--- config.mk ---
export PLATFORM = sky130hd
export DESIGN_NAME = mult_share_arbiter
export DESIGN_NICKNAME = d
export VERILOG_FILES = /design/src/rtl/mult_share_arbiter.sv
export SDC_FILE = /design/constraint.sdc
export NUM_CORES = 1
export LEC_CHECK = 0
export CAP_MARGIN = 20
export CORE_ASPECT_RATIO = 0.75
export CORE_UTILIZATION = 31
export CTS_CLUSTER_DIAMETER = 40
export DETAILED_ROUTE_END_ITERATION = 16
export HOLD_SLACK_MARGIN = 0.06
export PLACE_DENSITY = 0.63
export REMOVE_ABC_BUFFERS = 1
export SETUP_SLACK_MARGIN = 0.5
export SLEW_MARGIN = 25
export SYNTH_ARGS = -nofsm -noshare
export SYNTH_HDL_FRONTEND = slang
export SYNTH_SLANG_ARGS = --single-unit
--- constraint.sdc ---
create_clock -name clk -period 1.7 [get_ports clk]
set_input_delay 0.255 -clock clk [delete_from_list [all_inputs] [get_ports clk]]
set_output_delay 0.255 -clock clk [all_outputs]
set_load 0.01 [all_outputs]
--- src/rtl/mult_share_arbiter.sv ---
// Round-robin front end for one shared 4x4 multiplier.
// Latches the winner's operands, waits MUL_LAT cycles, returns the product.
module mult_share_arbiter #(
    parameter int unsigned MUL_LAT = 1
) (
    input  logic       clk,
    input  logic       rst_n,
    input  logic       req0_valid,
    input  logic [3:0] req0_a,
    input  logic [3:0] req0_b,
    output logic       req0_ready,
    input  logic       req1_valid,
    input  logic [3:0] req1_a,
    input  logic [3:0] req1_b,
    output logic       req1_ready,
    output logic [3:0] mul_a,
    output logic [3:0] mul_b,
    input  logic [7:0] mul_p,
    output logic       rsp_valid,
    input  logic       rsp_ready,
    output logic [7:0] rsp_prod,
    output logic       rsp_id,
    output logic       busy
);

    typedef enum logic [1:0] {
        IDLE,
        WAIT,
        RESP
    } state_t;

    localparam logic [3:0] CNT_INIT = 4'(MUL_LAT - 1);

    state_t     state;
    state_t     state_nx;
    logic       last_grant;
    logic [3:0] cnt;
    logic       grant0;
    logic       grant1;
    logic       any_grant;

    // Grant selection: only in IDLE; on contention favour the requester
    // that did not win last time.
    always_comb begin
        grant0 = 1'b0;
        grant1 = 1'b0;
        if (state == IDLE) begin
            if (req0_valid && req1_valid) begin
                grant0 = last_grant;
                grant1 = !last_grant;
            end else begin
                grant0 = req0_valid;
                grant1 = req1_valid;
            end
        end
    end

    assign any_grant  = grant0 || grant1;
    assign req0_ready = grant0;
    assign req1_ready = grant1;
    assign busy       = (state != IDLE);

    // Next-state logic for the IDLE -> WAIT -> RESP cycle.
    always_comb begin
        state_nx = state;
        unique case (state)
            IDLE: begin
                if (any_grant) begin
                    state_nx = WAIT;
                end
            end
            WAIT: begin
                if (cnt == 4'd0) begin
                    state_nx = RESP;
                end
            end
            RESP: begin
                if (rsp_ready) begin
                    state_nx = IDLE;
                end
            end
            default: state_nx = IDLE;
        endcase
    end

    // State register.
    always_ff @(posedge clk) begin
        if (!rst_n) begin
            state <= IDLE;
        end else begin
            state <= state_nx;
        end
    end

    // Operand latch, settle counter and response capture.
    always_ff @(posedge clk) begin
        if (!rst_n) begin
            mul_a      <= 4'd0;
            mul_b      <= 4'd0;
            rsp_valid  <= 1'b0;
            rsp_prod   <= 8'd0;
            rsp_id     <= 1'b0;
            last_grant <= 1'b1;
            cnt        <= 4'd0;
        end else begin
            unique case (state)
                IDLE: begin
                    if (any_grant) begin
                        mul_a      <= grant1 ? req1_a : req0_a;
                        mul_b      <= grant1 ? req1_b : req0_b;
                        rsp_id     <= grant1;
                        last_grant <= grant1;
                        cnt        <= CNT_INIT;
                    end
                end
                WAIT: begin
                    if (cnt == 4'd0) begin
                        rsp_prod  <= mul_p;
                        rsp_valid <= 1'b1;
                    end else begin
                        cnt <= cnt - 4'd1;
                    end
                end
                RESP: begin
                    if (rsp_ready) begin
                        rsp_valid <= 1'b0;
                    end
                end
                default: begin
                    rsp_valid <= 1'b0;
                end
            endcase
        end
    end

endmodule

==> qor.yml, run 1 <==
outcome:
  status: "complete, no violations"
drt:
  drt-vias-per-instance: 5.41
  drc: 0
  totalWireLength_um: 3820
  initialDrtViolationCount: 102
  antenna_left: 0
  firstDrtPassIters: 4
  vias: 1309
  wl_per_cell_um: 15.8
setup_path:
  crit_buf_inv: 1
  critPathKind: "reg2reg"
  startpoint_type: "flip-flop"
  cp.arrival_ps: 1660
  path_cells: "buf_6, or3_1, or4_1, a31oi_1"
  worstSetupEndpointType: "flip-flop"
  slowest_delay_ps: 400
  path_delay_family: "simple AND/OR/NAND/NOR gates"
  crit_fanout: 2
  critPathSlowestCell: "or4_1"
  critPathRequiredTime_ps: 1900
cells_and_area:
  final_cell_mix: "26 x clkdlybuf4s50_1, 21 x dfxtp_1, 19 x dlygate4sd2_1, 14 x buf_4, 12 x nand3_2"
  nFillCells: 275
  nets: 233
  drive_gt1_share_pct: 40.6
  fin_cells: 242
  num_antenna_cells: 0
  multi_input_area_um2: 778
  final_area_mm2: 0.00210
  area_growth_pct: 90.5
  layout_commonest_cell: "clkdlybuf4s50_1"
  utilization_pct: 63.1
  regArea_um2: 510
synth:
  syn_avg_cell_area_um2: 8.17
  synth_compound_area_share_pct: 24.1
  synth_cell_types: 28
  synthSimpleGateAreaFrac_pct: 24.3
  synth-warning-count: 0
  synthAdderAreaFrac_pct: 1.13
  synthMuxAreaShare_pct: 0
  synth_top_family_by_area: "simple AND/OR/NAND/NOR gates"
  seq_area_frac_synth_pct: 45.4
  netlist_area_mm2: 0.00110
  synth-xor-area-share_pct: 0
  ys_ff_latch: 25
  synthCells: 135
timing:
  tns_ps: 0
  finalHoldViolCount: 0
  worstMarginPinSlew_ps: 456
  relSlewSlack_pct: 69.6
  maxSlewViolCount: 0
  finalCriticalPeriod_ps: 1460
  fmax_mhz: 687
  setup_slack_ps: 244
  finalCritPeriodShare_pct: 85.6
  fin_skew_ps: 3.86
  setup_viol: 0
  rsz0062_at_grt: "yes"
  fin_hold_ws_ps: 403
die:
  die_w_um: 70.9
  ioPinCount: 50
  fp.dieH_um: 53.7
  fp-row-count: 18
  die-area_mm2: 0.00380
  core_area_mm2: 0.00333
  initial_core_util_pct: 33.1
clocking:
  cts.sinks: 25
  root_buffer: "clkbuf_8"
  numCtsBuffers: 3
  clk-insertion-delay-late_ps: 270
  cts_buffer_depth: 2
  clk_pin_slew_worst_paths_ps: 90
  cts_tree: "built"
  cts_max_level: 1
  cts_hold_buf: 0
power_and_ir_drop:
  power_frac_clock_pct: 24.4
  p_seq_share_pct: 45.4
  p_switching_uw: 428
  combPwrFrac_pct: 30.2
  p_leak_nw: 0.831
  power_switching_share_pct: 29.3
  ir_worst_vdd_mv: 0.435
  p_per_area_mw_per_mm2: 694
  p_int_mw: 1.03
  total_power_mw: 1.46
global_routing:
  grt_max_degree: 17
  grt_pass1_vias: 1216
  track_usage_pct: 18.8
  antenna_found_initial: 0
  overflow: 0
  grt_pass1_wl_um: 5420
place:
  postPlaceCellArea_mm2: 0.00169
  dp.cells: 224
  routabilityCongestion: 0.784
  place_ws_ps: -243
  io_buffer_count: 49
  dp_hpwl_um: 2310
job:
  maxCapViolations: 0
min_path:
  hp-class: "in2reg"
power by group through the flow:
stage / logic (mW) / registers, mW / clock network, mW
floorplan: 0.125 / 0.686 / 0
global placement: 0.364 / 0.669 / 0
detailed placement: 0.368 / 0.671 / 0
CTS: 0.381 / 0.659 / 0.361
global route: 0.474 / 0.668 / 0.394
finish: 0.441 / 0.662 / 0.356
timing repair:
item                       in CTS  in global routing
gates cloned                    1                  0
setup endpoints to repair      45                 25
gates resized for setup        58                 53
pin swaps                       9                 38
setup buffers                   9                  4
state kept, by name (all words and copies together), names as in the netlist:
signal and count:
rsp_prod 8, cnt 4, mul_a 4, mul_b 4
state 2, last_grant 1, rsp_id 1, rsp_valid 1
area by class of cell:
| type | instances | area share, % |
|---|---|---|
| Clock inverter | 1 | 0.238 |
| Timing Repair Buffer | 72 | 33.3 |
| Tap cell | 40 | 2.38 |
| Inverter | 4 | 0.833 |
| Clock buffer | 3 | 1.96 |
| Multi-Input combinational cell | 97 | 37.0 |
| Sequential cell | 25 | 24.3 |
tightest hold or removal path, delay by kind of cell:
kind                   cells  cell delay [ps]
buffers and inverters      1              140
and+or+nand+nor            2              250
Yosys cell counts:
cell type	n	area [um2]
a211oi_2	1	12.5
a21oi_1	13	65.1
a22oi_1	1	7.51
a2bb2oi_1	1	8.76
a31oi_1	9	56.3
and2_1	2	12.5
and2b_1	1	7.51
buf_2	3	15.0
clkbuf_1	7	26.3
dfxtp_1	25	500
ha_1	1	12.5
inv_1	4	15.0
nand2_1	1	3.75
nand2b_1	1	6.26
nand2b_2	1	8.76
nand3_1	26	130
nor2_1	5	18.8
nor2b_1	1	6.26
nor3_1	1	5.00
nor3b_1	1	7.51
nor3b_2	1	12.5
o211ai_1	1	7.51
o21ai_0	20	100
o221ai_1	1	8.76
or2_2	1	6.26
or3_1	3	18.8
or3b_2	1	8.76
or4_1	2	15.0
metal layers:
layer	track usage, %	wire [um]
met1	22.7	1680
met2	34.3	1950
met3	4.68	151
met4	4.67	41
met5	0	0
path summary, 6_finish.rpt:
kind | startpoint | end | slack (ps) | depth (start not counted)
worst max-delay path | cnt[0] | cnt[3] | 240 | 4
worst min-delay path | req1_valid | last_grant | 400 | 3
worst max register to register | cnt[0] | cnt[3] | 240 | 4
worst min register to register | rsp_prod[6] | rsp_prod[6] | 480 | 2
cell families (layout without fill, tap and decap cells):
kind of cell	after synthesis	after routing
compound gates	47	47
flops	25	25
fa+ha+maj	1	1
buf+inv	14	80
simple gates	48	49
(Power assumes the default switching activity.)
==> inputs of run 2 (changes only) <==
- clock period: 1.7 -> 1.4 ns (I/O delays scaled with it)
==> run 2 against run 1 <==
Net effect:
- the flow now finishes with violations (setup timing)
- via count up 2.3%
- combinational power rose by 42%
- clock-buffer cell count unchanged
- critical path type unchanged
==> qor.yml, run 2 (synthesis results as in run 1) <==
setup_path:
  startpoint_type: "flip-flop"
  crit_fanout: 4  # +2
  cp.arrival_ps: 1640  # -20 ps
  rrSetupSlack_ps: -40  # -290 ps
  critPathRequiredTime_ps: 1600  # -300 ps
  worstSetupEndpointType: "flip-flop"
  critPathKind: "reg2reg"
  rr_worst_depth: 5  # +1
drt:
  drc: 0  # unchanged
  drt-vias-per-instance: 5.36  # -0.98%
  wl_per_cell_um: 15.8  # about the same
  antenna_left: 0  # unchanged
  totalWireLength_um: 3950  # +3.3%
  vias: 1339  # +2.3%
  initialDrtViolationCount: 96  # -5.9%
  firstDrtPassIters: 4  # unchanged
clocking:
  cts_hold_buf: 0  # unchanged
  root_buffer: "clkbuf_8"
  cts_tree: "built"
  clk_pin_slew_worst_paths_ps: 90  # about the same
  clk-insertion-delay-late_ps: 280  # about the same
  numCtsBuffers: 3  # unchanged
  cts_max_level: 1  # unchanged
  cts_buffer_depth: 2  # unchanged
  cts.sinks: 25  # unchanged
power_and_ir_drop:
  ir_worst_vdd_mv: 0.648  # +49%
  total_power_mw: 1.89  # +30%
  power_switching_share_pct: 29.4  # +0.047 points
  p_per_area_mw_per_mm2: 850  # +22%
  power_frac_clock_pct: 23.3  # -1.1 points
  p_switching_uw: 555  # +30%
  p_int_mw: 1.34  # +30%
  combPwrFrac_pct: 33.0  # +2.8 points
  p_leak_nw: 0.848  # +2.1%
  p_seq_share_pct: 43.6  # -1.8 points
die:
  die_w_um: 70.9  # unchanged
  die-area_mm2: 0.00380  # unchanged
  core_area_mm2: 0.00333  # unchanged
  fp-row-count: 18  # unchanged
  fp.dieH_um: 53.7  # unchanged
  ioPinCount: 50  # unchanged
  initial_core_util_pct: 33.1  # unchanged
timing:
  tns_ps: -56.9  # -56.9 ps
  setup_slack_ps: -42.1  # -286 ps
  finalHoldViolCount: 0  # unchanged
  finalCritPeriodShare_pct: 103  # +17 points
  maxSlewViolCount: 0  # unchanged
  relSlewSlack_pct: 80.6  # +11 points
  fin_hold_ws_ps: 470  # +67.2 ps
  rsz0062_at_grt: "yes"
  finalCriticalPeriod_ps: 1440  # -13.9 ps
  fin_skew_ps: 9.26  # +5.39 ps
  setup_viol: 5  # +5
  worstMarginPinSlew_ps: 289  # -167 ps
  fmax_mhz: 693  # +0.96%
min_path:
  hold_depth: 2  # -1
  hp-class: "reg2reg"
global_routing:
  track_usage_pct: 20.2  # +1.4 points
  grt_pass1_vias: 1259  # +3.5%
  grt_pass1_wl_um: 5910  # +9.0%
  grt_max_degree: 17  # unchanged
  overflow: 0  # unchanged
  antenna_found_initial: 0  # unchanged
cells_and_area:
  layout_commonest_cell: "buf_6"
  final_area_mm2: 0.00222  # +5.8%
  utilization_pct: 66.7  # +3.7 points
  largest_reg_flops: 8  # unchanged
  area_growth_pct: 102
  num_antenna_cells: 0  # unchanged
  final_cell_mix: "31 x buf_6, 27 x clkdlybuf4s50_1, 19 x dfxtp_2, 18 x buf_4, 15 x nand3_2"
  nets: 241  # +3.4%
  drive_gt1_share_pct: 60.0  # +19 points
  top_register: "rsp_prod"
place:
  postPlaceCellArea_mm2: 0.00172  # +1.9%
  io_buffer_count: 49  # unchanged
  dp_hpwl_um: 2430  # +5.2%
  routabilityCongestion: 0.776  # -0.94%
outcome:
  status: "complete, but fails checks"
  violations: "setup timing"
job:
  maxCapViolations: 0  # unchanged
## run 2: worst paths after layout
check	startpoint	end
worst min register to register	rsp_prod[1]	rsp_prod[1]
worst max register to register	cnt[0]	cnt[3]
worst min-delay path	rsp_prod[1]	rsp_prod[1]
worst max-delay path	cnt[0]	cnt[3]
## run 2: layout make-up
cell class                 count  area (um2)
clock buffer                   3        41.3
clock inverter                 1        5.00
multi-input combinational     97         774
timing repair buffer          80         803
tap                           40        50.0
fill                         252        1110
sequential                    25         536
inverter                       4        15.0
## run 2: per-stage QoR
| step | instances | setup WS [ps] |
|---|---|---|
| 5_1_grt | 250 | -102 |
| 6_report | 250 | -42.1 |
| 3_5_place_dp | 230 | -462 |
| 2_1_floorplan | 125 | -363 |
| 4_1_cts | 244 | -28.5 |
| 3_3_place_gp | 230 | -403 |
## run 2: timing repair
| item | in CTS | in global routing |
|---|---|---|
| cloned | 1 | 0 |
| pin swaps | 23 | 26 |
| resized for setup | 168 | 37 |
| setup endpoints to repair | 46 | 46 |
| buffers inserted | 9 | 6 |
## run 2: power by group through the flow
stage	Combinational, mW	Clock (mW)	Sequential, mW
5_1_grt	0.666	0.481	0.831
6_report	0.625	0.441	0.825
3_5_place_dp	0.458	0	0.815
2_1_floorplan	0.152	0	0.833
4_1_cts	0.549	0.448	0.819
3_3_place_gp	0.451	0	0.813
## run 2: worst max-delay path: stages (launching register included)
cell and delay [ps]:
dfxtp_2 350, inv_2 50, ha_4 170, nor3b_4 170
or4_1 480, a31oi_1 140
## run 2: layer usage
layer | up-vias | global-route usage, % | share of wire (%)
li1 | 650 | - | -
met1 | 642 | 27.0 | 44
met2 | 38 | 34.0 | 51
met3 | 9 | 4.31 | 4.3
met4 | 0 | 4.67 | 1.1
met5 | - | 0 | 0
==> inputs of run 3 (changes only) <==
- CTS_CLUSTER_DIAMETER: 40 -> 150
- CTS_CLUSTER_SIZE: not set -> 12
==> results of run 3 <==
The final DEF is identical to that of run 2; final timing and power are the same.
